$ cat src/rtl/fpgc_bus_pkg.sv
// Shared definitions for FPGC4 bus initiators: bus widths, DMA state encoding,
// CTRL bit positions and the DMA configuration register map.
package fpgc_bus_pkg;

  localparam int BUS_ADDR_W = 27;
  localparam int DMA_LEN_W  = 16;

  typedef enum logic [2:0] {
    ST_IDLE,
    ST_ARB,
    ST_RD_REQ,
    ST_RD_WAIT,
    ST_WR_REQ,
    ST_WR_WAIT,
    ST_DONE
  } dma_state_e;

  localparam int CTRL_GO    = 0;
  localparam int CTRL_ABORT = 1;

  localparam logic [1:0] CFG_SRC  = 2'd0;
  localparam logic [1:0] CFG_DST  = 2'd1;
  localparam logic [1:0] CFG_LEN  = 2'd2;
  localparam logic [1:0] CFG_CTRL = 2'd3;

endpackage

$ cat src/rtl/dma_bus_initiator.sv
// Block-copy engine sharing the MemoryUnit bus with the CPU: one read then one write
// per word from SRC to DST, with a one-cycle irq when the copy finishes or is aborted.
//
// state      | meaning
// IDLE       | waiting for GO; shadow registers freely writable
// ARB        | dma_req high, waiting for grant and an idle responder
// RD_REQ     | start pulse, read of src
// RD_WAIT    | waiting for read completion, captures q
// WR_REQ     | start pulse, write of captured word to dst
// WR_WAIT    | waiting for write completion, advances pointers/count
// DONE       | drops dma_req; irq and done flag follow one cycle later
module dma_bus_initiator
  import fpgc_bus_pkg::*;
#(
  parameter int ADDR_W = BUS_ADDR_W,
  parameter int LEN_W  = DMA_LEN_W
) (
  input  logic              clk,
  input  logic              nreset,
  input  logic              cfg_we,
  input  logic [1:0]        cfg_addr,
  input  logic [31:0]       cfg_d,
  output logic [31:0]       cfg_q,
  output logic              dma_req,
  input  logic              dma_gnt,
  output logic [ADDR_W-1:0] address,
  output logic [31:0]       data,
  output logic              we,
  output logic              start,
  input  logic              busy,
  input  logic [31:0]       q,
  output logic              dma_irq
);

  dma_state_e        state_q, state_d;
  logic [ADDR_W-1:0] src_sh_q, dst_sh_q;
  logic [LEN_W-1:0]  len_sh_q;
  logic [ADDR_W-1:0] src_q, src_d, dst_q, dst_d, addr_q, addr_d;
  logic [LEN_W-1:0]  cnt_q, cnt_d;
  logic [31:0]       data_q, data_d;
  logic              done_q, done_d, abort_q, abort_d, busy_prev_q;
  logic              req_q, req_d, start_q, start_d, we_q, we_d, irq_q, irq_d;
  logic              ctrl_wr, go, abort_req, xfer_done;
  logic              unused_cfg_hi;

  assign unused_cfg_hi = ^cfg_d[31:ADDR_W];

  assign ctrl_wr   = cfg_we && (cfg_addr == CFG_CTRL);
  assign go        = ctrl_wr && cfg_d[CTRL_GO] && (state_q == ST_IDLE);
  assign abort_req = ctrl_wr && cfg_d[CTRL_ABORT] && (state_q != ST_IDLE);
  assign xfer_done = busy_prev_q && !busy;

  always_ff @(posedge clk or negedge nreset) begin
    if (!nreset) begin
      src_sh_q <= '0;
      dst_sh_q <= '0;
      len_sh_q <= '0;
    end else if (cfg_we) begin
      case (cfg_addr)
        CFG_SRC: src_sh_q <= cfg_d[ADDR_W-1:0];
        CFG_DST: dst_sh_q <= cfg_d[ADDR_W-1:0];
        CFG_LEN: len_sh_q <= cfg_d[LEN_W-1:0];
        default: ;
      endcase
    end
  end

  always_comb begin
    cfg_q = '0;
    case (cfg_addr)
      CFG_SRC: cfg_q = 32'(src_sh_q);
      CFG_DST: cfg_q = 32'(dst_sh_q);
      CFG_LEN: cfg_q = 32'(len_sh_q);
      default: cfg_q = {30'd0, state_q != ST_IDLE, done_q};
    endcase
  end

  // Bus outputs are registered and loaded on the edge that enters the state using them.
  always_comb begin
    state_d = state_q;
    src_d   = src_q;
    dst_d   = dst_q;
    cnt_d   = cnt_q;
    done_d  = done_q;
    abort_d = abort_q | abort_req;
    start_d = 1'b0;
    we_d    = we_q;
    addr_d  = addr_q;
    data_d  = data_q;
    irq_d   = (state_q == ST_DONE);
    case (state_q)
      ST_IDLE: begin
        abort_d = 1'b0;
        if (go) begin
          src_d   = src_sh_q;
          dst_d   = dst_sh_q;
          cnt_d   = len_sh_q;
          done_d  = 1'b0;
          state_d = (len_sh_q == '0) ? ST_DONE : ST_ARB;
        end
      end
      ST_ARB: begin
        if (abort_q) begin
          state_d = ST_DONE;
        end else if (dma_gnt && !busy) begin
          state_d = ST_RD_REQ;
          start_d = 1'b1;
          we_d    = 1'b0;
          addr_d  = src_q;
        end
      end
      ST_RD_REQ: state_d = ST_RD_WAIT;
      ST_RD_WAIT: begin
        if (xfer_done) begin
          data_d  = q;
          state_d = ST_WR_REQ;
          start_d = 1'b1;
          we_d    = 1'b1;
          addr_d  = dst_q;
        end
      end
      ST_WR_REQ: state_d = ST_WR_WAIT;
      ST_WR_WAIT: begin
        if (xfer_done) begin
          src_d = src_q + ADDR_W'(1);
          dst_d = dst_q + ADDR_W'(1);
          cnt_d = cnt_q - LEN_W'(1);
          if ((cnt_q == LEN_W'(1)) || abort_d) begin
            state_d = ST_DONE;
          end else if (!dma_gnt) begin
            state_d = ST_ARB;
          end else begin
            state_d = ST_RD_REQ;
            start_d = 1'b1;
            we_d    = 1'b0;
            addr_d  = src_d;
          end
        end
      end
      ST_DONE: begin
        done_d  = 1'b1;
        abort_d = 1'b0;
        we_d    = 1'b0;
        state_d = ST_IDLE;
      end
      default: state_d = ST_IDLE;
    endcase
    req_d = (state_d != ST_IDLE) && (state_d != ST_DONE);
  end

  always_ff @(posedge clk or negedge nreset) begin
    if (!nreset) begin
      state_q     <= ST_IDLE;
      src_q       <= '0;
      dst_q       <= '0;
      cnt_q       <= '0;
      done_q      <= 1'b0;
      abort_q     <= 1'b0;
      busy_prev_q <= 1'b0;
      req_q       <= 1'b0;
      start_q     <= 1'b0;
      we_q        <= 1'b0;
      irq_q       <= 1'b0;
      addr_q      <= '0;
      data_q      <= '0;
    end else begin
      state_q     <= state_d;
      src_q       <= src_d;
      dst_q       <= dst_d;
      cnt_q       <= cnt_d;
      done_q      <= done_d;
      abort_q     <= abort_d;
      busy_prev_q <= busy;
      req_q       <= req_d;
      start_q     <= start_d;
      we_q        <= we_d;
      irq_q       <= irq_d;
      addr_q      <= addr_d;
      data_q      <= data_d;
    end
  end

  assign dma_req = req_q;
  assign start   = start_q;
  assign we      = we_q;
  assign dma_irq = irq_q;
  assign address = addr_q;
  assign data    = data_q;

endmodule

$ cat config.mk
export PLATFORM = sky130hd
export DESIGN_NAME = dma_bus_initiator
export DESIGN_NICKNAME = d
export VERILOG_FILES = /design/src/rtl/fpgc_bus_pkg.sv /design/src/rtl/dma_bus_initiator.sv
export SDC_FILE = /design/constraint.sdc
export NUM_CORES = 1
export LEC_CHECK = 0
export CORE_MARGIN = 8
export CORE_UTILIZATION = 45
export CTS_CLUSTER_SIZE = 10
export DETAILED_ROUTE_END_ITERATION = 8
export DONT_BUFFER_PORTS = 1
export GPL_ROUTABILITY_DRIVEN = 1
export GPL_TIMING_DRIVEN = 0
export SLEW_MARGIN = 20
export SYNTH_ARGS = -nofsm -noshare
export SYNTH_HDL_FRONTEND = slang
export SYNTH_SLANG_ARGS = --single-unit
$ cat constraint.sdc
create_clock -name clk -period 3.27 [get_ports clk]
set_input_delay 0.4905 -clock clk [delete_from_list [all_inputs] [get_ports clk]]
set_output_delay 0.4905 -clock clk [all_outputs]
set_load 0.1 [all_outputs]
==> qor.txt, run 1 <==
status -> finished, violations left
failing checks -> hold timing
mux contribution to synthesized area -> 0.1364
largest net degree at the start of global routing -> 210
die area -> 30390 um^2
drt pass-1 iters -> 6
Slew headroom -> 0.2489
fillers -> 2336
capture point of the worst reg-to-reg path -> cnt_q[10]
antenna cells -> 0
main combinational cell family by area after synthesis -> compound AO/OA/AOI/OAI gates
drt drc -> 0
worst path bufs/invs -> 3
Synth area leader -> dfrtp_1
CP cell instances -> buf_1, buf_1, clkbuf_2, nor2_2
number of flops mapped to enable cells by yosys -> 0
R2R depth -> 7
Post-Synth Simple-Gate Area -> 0.1549
Power Dens Cells -> 1183 nW/um^2
Finished Layout Cells -> 1564
Crit Path Class -> primary input to output pin
fin crit period -> 3.138 ns
Mapped Cells -> 1194
remaining global-route overflow -> 0
crit path max fanout -> 10
Post-CTS Setup Inserts -> 0
post-synthesis register bit count -> 209
placer congestion estimate -> 0.9673
DP Area -> 11790 um^2
ranking of synthesized cells by area -> dfrtp_1 (46%), mux2_2 (11%), a21oi_1 (5.5%)
adder-cell share of the synthesized area -> 0.004437
initial antenna violation count -> 0
Clk Latency, worst-skew pair -> 0.53 ns
Post-DRT Antenna Nets -> 0
Initial DRC Count -> 962
VDD IR-drop max -> 0.6964 mV
f_max -> 318.7 MHz
CP top delay family -> buffers and inverters
sequential element share of the synthesized area -> 0.4636
via count -> 9851
CTS tree -> yes
WL per Instance -> 25.01 um
vias in the first global route -> 9324
part of the cycle the worst path needs -> 0.9596
I/O pin total -> 166
FF-to-FF Start -> state_q[0]
CTS max path bufs -> 3
placement row count -> 58
max cap viols -> 0
Worst Path Required -> 2.78 ns
nets -> 1302
Fin Hold WS -> -0.3335 ns
HP Class -> primary input to async pin
Syn-to-layout area delta -> 11.98%
GRT Total Usage -> 0.2472
Yosys cell types -> 69
setup skew after layout -> 0.01351 ns
Critical Path Max Stage Delay -> 0.94 ns
clk slew on worst S/H paths -> 0.06 ns
Routed WL -> 39110 um
R2R setup slack -> 0.18 ns
RSZ-0062 raised after global routing -> false
Starting Density -> 0.4532
final instance area -> 12630 um^2
Sinks on Clock Net -> 209
critical path's slowest cell -> nor2_2
Die H -> 174.3 um
core area -> 24890 um^2
Yosys warning total -> 0
CTS buffer count -> 26
setup tns final -> 0 ns
Synth Flop Type -> dfrtp_1
first-pass GRT wire length -> 58770 um
total power -> 14.95 mW
post-synth top area share -> 0.4636
# placed instances -> 1528
most used cell, CP -> buf_1
post-layout util -> 0.5075
Die W -> 174.3 um
Worst setup SP type -> primary input
total leakage power -> 5.073 nW
Via density -> 6.299
Setup violations, final -> 0
port bufs -> 0
layout cells sized above 1 -> 0.1686
Root Buffer -> clkbuf_16
CP endpoint kind -> output pin
hold buffer count at CTS -> 1
Post-Synthesis Cell Area -> 11280 um^2
CTS HTree Levels -> 1
DP Worst Slack -> -0.07224 ns
Synth Area in Compound Gates -> 0.1859
Synth Area in XOR/XNOR -> 0.007764
final count of hold timing violations -> 209
Crit path arrival time -> 2.65 ns
Async SR Flop Fraction -> 1.000
critical path startpoint -> cfg_addr[1]
Syn Area/Cell -> 9.448 um^2
Slew Limit Fails -> 0
Final Worst Setup Slack -> 0.1322 ns
hpwl dp -> 28640 um
Slew @ Worst Pin -> 1.126 ns
[layout by cell type (no fill, tap or decap), types with 13 or more instances in the layout]
cell | netlist | routed
nor2_1 | 116 | 105
mux2_2 | 106 | 106
and3_1 | 15 | 15
dfrtp_1 | 209 | 209
a21oi_1 | 123 | 123
nand2_1 | 92 | 92
a31oi_1 | 16 | 16
o22a_1 | 14 | 14
clkbuf_1 | 62 | 62
clkbuf_16 | 0 | 27
nor3_1 | 32 | 32
mux2i_1 | 27 | 27
o22ai_1 | 29 | 29
buf_1 | 13 | 13
inv_1 | 19 | 19
o21ai_0 | 94 | 80
buf_2 | 18 | 18
nor2b_1 | 15 | 15
nand3_1 | 40 | 40
[metal layers]
layer	up-vias	part of all wire	routed length, um	track usage
li1	4397	-	-	-
met1	4851	0.43	16640	0.3444
met2	531	0.43	16760	0.3666
met3	72	0.12	4519	0.06965
met4	0	0.030	1181	0.07481
met5	-	0	0	0
[final cells by class]
cell class,instances,area [um^2],share of cell area
Clock buffer,30,706.9,0.05596
Multi-Input combinational cell,868,5695,0.4509
Timing Repair Buffer,1,10.01,0.0007924
Clock inverter,5,50.05,0.003962
Inverter,19,71.32,0.005646
Buffer,102,455.4,0.03605
Tap cell,330,412.9,0.03269
Sequential cell,209,5230,0.4140
[report_power, final]
part | switching, mW | leakage [nW] | internal [mW]
Sequential | 3.89 | 2.48 | 3.53
Combinational | 3.14 | 2.22 | 1.74
Clock | 1.07 | 0.378 | 1.58
Total | 8.10 | 5.07 | 6.85
[registers in the layout, indices dropped and copies added (netlist names)]
name         count
data            32
address         27
dst_q           27
dst_sh_q        27
src_q           27
src_sh_q        27
cnt_q           16
len_sh_q        16
state_q          3
abort_q          1
busy_prev_q      1
dma_irq          1
dma_req          1
done_q           1
start            1
we               1
[timing repair]
action,4_1_cts,5_1_grt
setup endpoints to repair,6,6
resized for setup,7,6
endpoints found under the hold margin,210,209
pin swaps,0,0
[Yosys cell counts (6+ instances only)]
master,count
dfrtp_1,209
a21oi_1,123
nor2_1,116
mux2_2,106
o21ai_0,94
nand2_1,92
clkbuf_1,62
nand3_1,40
nor3_1,32
o22ai_1,29
mux2i_1,27
inv_1,19
buf_2,18
a31oi_1,16
and3_1,15
nor2b_1,15
o22a_1,14
buf_1,13
nand4_1,12
nor4_1,10
a221oi_1,8
a22oi_1,8
xor2_1,7
or3_1,6
[cell families after synthesis]
family                     after synthesis
DFF                                    209
muxes                                  137
buffers and inverters                  121
other                                    1
AOI/OAI and AO/OA                      345
and+or+nand+nor                        367
xor gates and xnor gates                10
adders and majority gates                4
[worst max path at each step]
| stage | end | slack [ns] | depth (start not counted) |
|---|---|---|---|
| detailed placement | cfg_q[16] | -0.07 | 4 |
| finish | cfg_q[24] | 0.13 | 4 |
| CTS | cfg_q[14] | 0.001 | 4 |
| global placement | cfg_q[7] | -0.81 | 3 |
| floorplan | cfg_q[6] | -0.41 | 3 |
| global route | cfg_q[24] | 0.04 | 4 |
(Power assumes the default switching activity.)
==> run 2, diff against run 1 <==
==> constraint.sdc (replaced) <==
create_clock -name clk -period 3.7 [get_ports clk]
set_input_delay 0.555 -clock clk [delete_from_list [all_inputs] [get_ports clk]]
set_output_delay 0.555 -clock clk [all_outputs]
set_load 0.1 [all_outputs]
==> run 2 against run 1 <==
The run still ends with hold timing left. Clock power decreased by 9.1%. Non-clock buffer count shrank 1. Count of clock-buffer cells in the layout fell by 1. Largest power group unchanged. Highest routed layer unchanged.
==> qor.txt, run 2 (same netlist as run 1, synthesis figures left out) <==
part of the cycle the worst path needs -> 0.9188
total leakage power -> 5.058 nW (-0.31%)
GRT Total Usage -> 0.2507 (+0.003588)
Routed WL -> 39220 um (+0.28%)
Sinks on Clock Net -> 209 (unchanged)
antenna cells -> 0 (unchanged)
capture point of the worst reg-to-reg path -> src_q[9]
post-CTS sizing -> 0 (-7)
Slew Limit Fails -> 0 (unchanged)
critical path startpoint -> cfg_addr[0]
multi-input logic area -> 5620 um^2 (-1.3%)
WL per Instance -> 25.09 um (+0.35%)
Worst Path Required -> 3.14 ns (+0.36 ns)
R2R setup slack -> 0.63 ns (+0.45 ns)
Setup violations, final -> 0 (unchanged)
final count of hold timing violations -> 209 (unchanged)
status -> finished, violations left
clk slew on worst S/H paths -> 0.05 ns (about the same)
Crit path arrival time -> 2.84 ns (+0.19 ns)
Slew headroom -> 0.2445 (-0.004419)
die area -> 30390 um^2 (unchanged)
drt drc -> 0 (unchanged)
RSZ-0062 raised after global routing -> false
commonest non-fill, non-tap cell in the layout -> dfrtp_1
post-layout util -> 0.5049 (-0.002614)
Root Buffer -> clkbuf_16
Slew @ Worst Pin -> 1.133 ns (+0.006628 ns)
Clk Latency, worst-skew pair -> 0.54 ns (about the same)
Die H -> 174.3 um (unchanged)
hpwl dp -> 29020 um (+1.3%)
Syn-to-layout area delta -> 11.40%
port bufs -> 0 (unchanged)
Via density -> 6.230 (-1.1%)
crit path max fanout -> 10 (unchanged)
Post-CTS Setup Inserts -> 0 (unchanged)
FF-to-FF Start -> state_q[0]
f_max -> 294.2 MHz
Fin Hold WS -> -0.2817 ns (+0.05177 ns)
fillers -> 2391 (+2.4%)
most frequent cells in the layout -> dfrtp_1 (209), a21oi_1 (123), mux2_2 (106), nor2_1 (105), nand2_1 (92)
max cap viols -> 0 (unchanged)
CTS HTree Levels -> 1 (unchanged)
Post-DRT Antenna Nets -> 0 (unchanged)
remaining global-route overflow -> 0 (unchanged)
initial antenna violation count -> 0 (unchanged)
placement row count -> 58 (unchanged)
failing checks -> hold timing
total power -> 13.27 mW (-11%)
max reg flops -> 32 (unchanged)
vias in the first global route -> 9235 (-0.95%)
drt pass-1 iters -> 5 (-1)
Critical Path End -> cfg_q[21]
setup skew after layout -> 0.01969 ns (+0.006186 ns)
R2R depth -> 7 (unchanged)
CTS tree -> yes
Die W -> 174.3 um (unchanged)
nets -> 1301 (-0.077%)
CTS max path bufs -> 3 (unchanged)
first-pass GRT wire length -> 59480 um (+1.2%)
register area -> 5230 um^2 (unchanged)
Power Dens Cells -> 1056 nW/um^2 (-11%)
VDD IR-drop max -> 0.6758 mV (-3.0%)
layout cells sized above 1 -> 0.1663 (-0.002296)
Initial DRC Count -> 980 (+1.9%)
HP Class -> primary input to async pin
Starting Density -> 0.4532 (unchanged)
Crit Path Class -> primary input to output pin
I/O pin total -> 166 (unchanged)
Worst setup SP type -> primary input
core area -> 24890 um^2 (unchanged)
CP endpoint kind -> output pin
placer congestion estimate -> 0.9639 (-0.35%)
fin crit period -> 3.399 ns
via count -> 9737 (-1.2%)
largest net degree at the start of global routing -> 210 (unchanged)
CTS buffer count -> 26 (unchanged)
## run 2: cell count changes in the layout (fill, tap and decap cells not counted), sizes merged
cell         previous run  this run
bufinv                  1         3
clkbuf                 92        91
clkinv                  4         3
dlygate4sd3             1         0
## run 2: worst min-delay path by stage
stage | from | to | slack, ns | depth (start not counted)
floorplan | nreset | abort_q | 0.26 | 0
global placement | nreset | dst_sh_q[8] | 0.27 | 0
global route | nreset | len_sh_q[8] | -0.31 | 0
finish | nreset | len_sh_q[5] | -0.28 | 0
detailed placement | nreset | dst_sh_q[5] | 0.27 | 0
CTS | nreset | len_sh_q[8] | -0.31 | 0
## run 2: cell type report
type / instances / area share
plain buffers: 102 / 0.03614
clock buffers: 29 / 0.05267
clock inverters: 6 / 0.009259
multi-input cells: 868 / 0.4472
well taps: 330 / 0.03286
inverters: 19 / 0.005675
flip-flops and latches: 209 / 0.4162
## run 2: critical path: stages
cell	delay, ns
buf_1	0.47
buf_1	0.74
mux2i_1	0.21
nor2_2	0.86
## run 2: through the flow
step                hold slack [ns]  setup slack (ns)  cells  TNS [ns]  area [um^2]
floorplan                    0.2594           -0.1076   1198   -0.4303        11300
global placement             0.2715           -0.5375   1528    -3.521        11710
detailed placement           0.2708            0.2462   1528         0        11790
CTS                         -0.3091            0.2309   1563         0        12570
global route                -0.3054            0.1873   1563         0        12570
finish                      -0.2817            0.3006   1563         0        12570
## run 2: power by group
part | internal, mW | total (mW) | switching, mW | leakage (nW)
Combinational | 1.53 | 4.30 | 2.77 | 2.20
Sequential | 3.12 | 6.56 | 3.45 | 2.48
Clock | 1.46 | 2.41 | 0.946 | 0.381
Total | 6.11 | 13.3 | 7.16 | 5.06
## run 2: routing by layer
metal / up-vias / global-route usage / wire length (um)
met3: 72 / 0.07876 / 4506
met2: 494 / 0.3637 / 16780
met4: 0 / 0.07410 / 1146
met5: - / 0 / 0
met1: 4755 / 0.3520 / 16790
li1: 4416 / - / -
==> run 3, diff against run 2 <==
--- a/config.mk
+++ b/config.mk
@@ -7,11 +7,13 @@
 export LEC_CHECK = 0
 export CORE_MARGIN = 8
 export CORE_UTILIZATION = 45
-export CTS_CLUSTER_SIZE = 10
+export CTS_CLUSTER_DIAMETER = 200
+export CTS_CLUSTER_SIZE = 24
 export DETAILED_ROUTE_END_ITERATION = 8
 export DONT_BUFFER_PORTS = 1
 export GPL_ROUTABILITY_DRIVEN = 1
 export GPL_TIMING_DRIVEN = 0
+export MAX_ROUTING_LAYER = met4
 export SLEW_MARGIN = 20
 export SYNTH_ARGS = -nofsm -noshare
 export SYNTH_HDL_FRONTEND = slang
==> run 3 against run 2 <==
The run still ends with hold timing left. Count of clock-buffer cells in the layout shrank 16. Cell count is 1.2% lower. Combinational power is essentially flat.
==> qor.txt, run 3 (same netlist as run 1, synthesis figures left out) <==
status -> finished, violations left
failing checks -> hold timing
DP Area -> 11790 um^2 (unchanged)
vias in the first global route -> 9230 (-0.054%)
max reg flops -> 32 (unchanged)
commonest non-fill, non-tap cell in the layout -> dfrtp_1
total leakage power -> 4.842 nW (-4.3%)
setup skew after layout -> 0.01831 ns (-0.001384 ns)
hpwl dp -> 29100 um (+0.28%)
part of the cycle the worst path needs -> 0.9217 (+0.002918)
Root Buffer -> clkbuf_16
CTS max path bufs -> 3 (unchanged)
Worst Path Required -> 3.14 ns (about the same)
most frequent cells in the layout -> dfrtp_1 (209), a21oi_1 (123), mux2_2 (106), nor2_1 (105), nand2_1 (92)
Seq pwr share -> 0.534 (+0.039)
GRT Total Usage -> 0.2563 (+0.005530)
Routed WL -> 39000 um (-0.56%)
Via density -> 6.282 (+0.85%)
critical path startpoint -> cfg_addr[0]
layout cells sized above 1 -> 0.1543 (-0.01197)
final count of hold timing violations -> 209 (unchanged)
R2R setup slack -> 0.65 ns (+0.02 ns)
combinational power share -> 0.350 (+0.026)
RSZ-0062 raised after global routing -> false
max cap viols -> 0 (unchanged)
setup tns final -> 0 ns (unchanged)
Die W -> 174.3 um (unchanged)
WL per Instance -> 25.26 um (+0.67%)
remaining global-route overflow -> 0 (unchanged)
R2R depth -> 7 (unchanged)
placer congestion estimate -> 0.9561 (-0.81%)
f_max -> 293.2 MHz (-0.32%)
placement row count -> 58 (unchanged)
Worst setup SP type -> primary input
Starting Density -> 0.4532 (unchanged)
fillers -> 2380 (-0.46%)
post-CTS sizing -> 0 (unchanged)
die area -> 30390 um^2 (unchanged)
FF-to-FF Start -> state_q[0]
Die H -> 174.3 um (unchanged)
Slew @ Worst Pin -> 1.145 ns (+0.01143 ns)
register area -> 5230 um^2 (unchanged)
fin crit period -> 3.410 ns (+0.01080 ns)
core area -> 24890 um^2 (unchanged)
Post-DRT Antenna Nets -> 0 (unchanged)
Final Worst Setup Slack -> 0.2898 ns (-0.01080 ns)
multi-input logic area -> 5620 um^2 (unchanged)
Sw Pwr -> 6.969 mW (-2.7%)
DP Worst Slack -> 0.2282 ns (-0.01804 ns)
Slew headroom -> 0.2369 (-0.007619)
CTS buffer count -> 12 (-54%)
Crit Path Class -> primary input to output pin
I/O pin total -> 166 (unchanged)
VDD IR-drop max -> 0.5472 mV (-19%)
Power Dens Cells -> 1009 nW/um^2 (-4.4%)
HP Class -> primary input to async pin
Syn-to-layout area delta -> 7.509%
largest net degree at the start of global routing -> 210 (unchanged)
Internal -> 5.274 mW (-14%)
Setup violations, final -> 0 (unchanged)
Clk Latency, worst-skew pair -> 0.48 ns (-0.06 ns)
Sw Ratio -> 0.5692 (+0.02964)
clk slew on worst S/H paths -> 0.09 ns (+0.04 ns)
first-pass GRT wire length -> 58660 um (-1.4%)
post-layout util -> 0.4872 (-0.01764)
clock network power share -> 0.116 (-0.066)
port bufs -> 0 (unchanged)
Initial DRC Count -> 1048 (+6.9%)
Sinks on Clock Net -> 209 (unchanged)
drt drc -> 0 (unchanged)
via count -> 9700 (-0.38%)
crit path max fanout -> 10 (unchanged)
nets -> 1287 (-1.1%)
capture point of the worst reg-to-reg path -> cnt_q[10]
final instance area -> 12130 um^2 (-3.5%)
Slew Limit Fails -> 0 (unchanged)
CTS tree -> yes
Post-CTS Setup Inserts -> 0 (unchanged)
Crit path arrival time -> 2.86 ns (+0.02 ns)
drt pass-1 iters -> 5 (unchanged)
Fin Hold WS -> -0.2218 ns (+0.05993 ns)
CTS HTree Levels -> 1 (unchanged)
initial antenna violation count -> 1 (+1)
CP endpoint kind -> output pin
run 3: worst max-delay path: stages:
cell     delay, ns
buf_1         0.49
buf_1         0.72
mux2i_1       0.23
nor2_2        0.85
run 3: per-layer routing:
metal | up-vias | global-route usage | routed length [um]
met4 | 0 | 0.06804 | 993
met1 | 4777 | 0.3545 | 16780
met5 | - | - | 0
met2 | 494 | 0.3635 | 16750
met3 | 58 | 0.07095 | 4473
li1 | 4371 | - | -
run 3: cell type report:
class	count	area share
Tap cell	330	0.03405
Antenna cell	2	0.0004127
Buffer	102	0.03745
Multi-Input combinational cell	868	0.4634
Sequential cell	209	0.4312
Inverter	19	0.005881
Clock buffer	13	0.02682
Clock inverter	1	0.0007222
run 3: power groups by stage:
stage	sequential, mW	combinational, mW	clock [mW]
3_5_place_dp	6.57	4.20	0
4_1_cts	6.52	4.22	1.45
6_report	6.54	4.28	1.42
2_1_floorplan	6.17	3.21	0
3_3_place_gp	6.55	4.13	0
5_1_grt	6.67	4.65	1.51
run 3: worst max path at each step:
stage                     end  slack [ns]  cells after the start
floorplan            cfg_q[6]       -0.11                      3
global placement     cfg_q[7]       -0.55                      3
detailed placement  cfg_q[18]        0.23                      4
CTS                 cfg_q[18]        0.22                      4
global route        cfg_q[18]        0.19                      4
finish              cfg_q[18]        0.29                      4
run 3: through the flow:
stage	std cells	power [mW]
finish	1544	12.24
global route	1543	12.83
CTS	1542	12.20
detailed placement	1528	10.78
global placement	1528	10.68
floorplan	1198	9.382
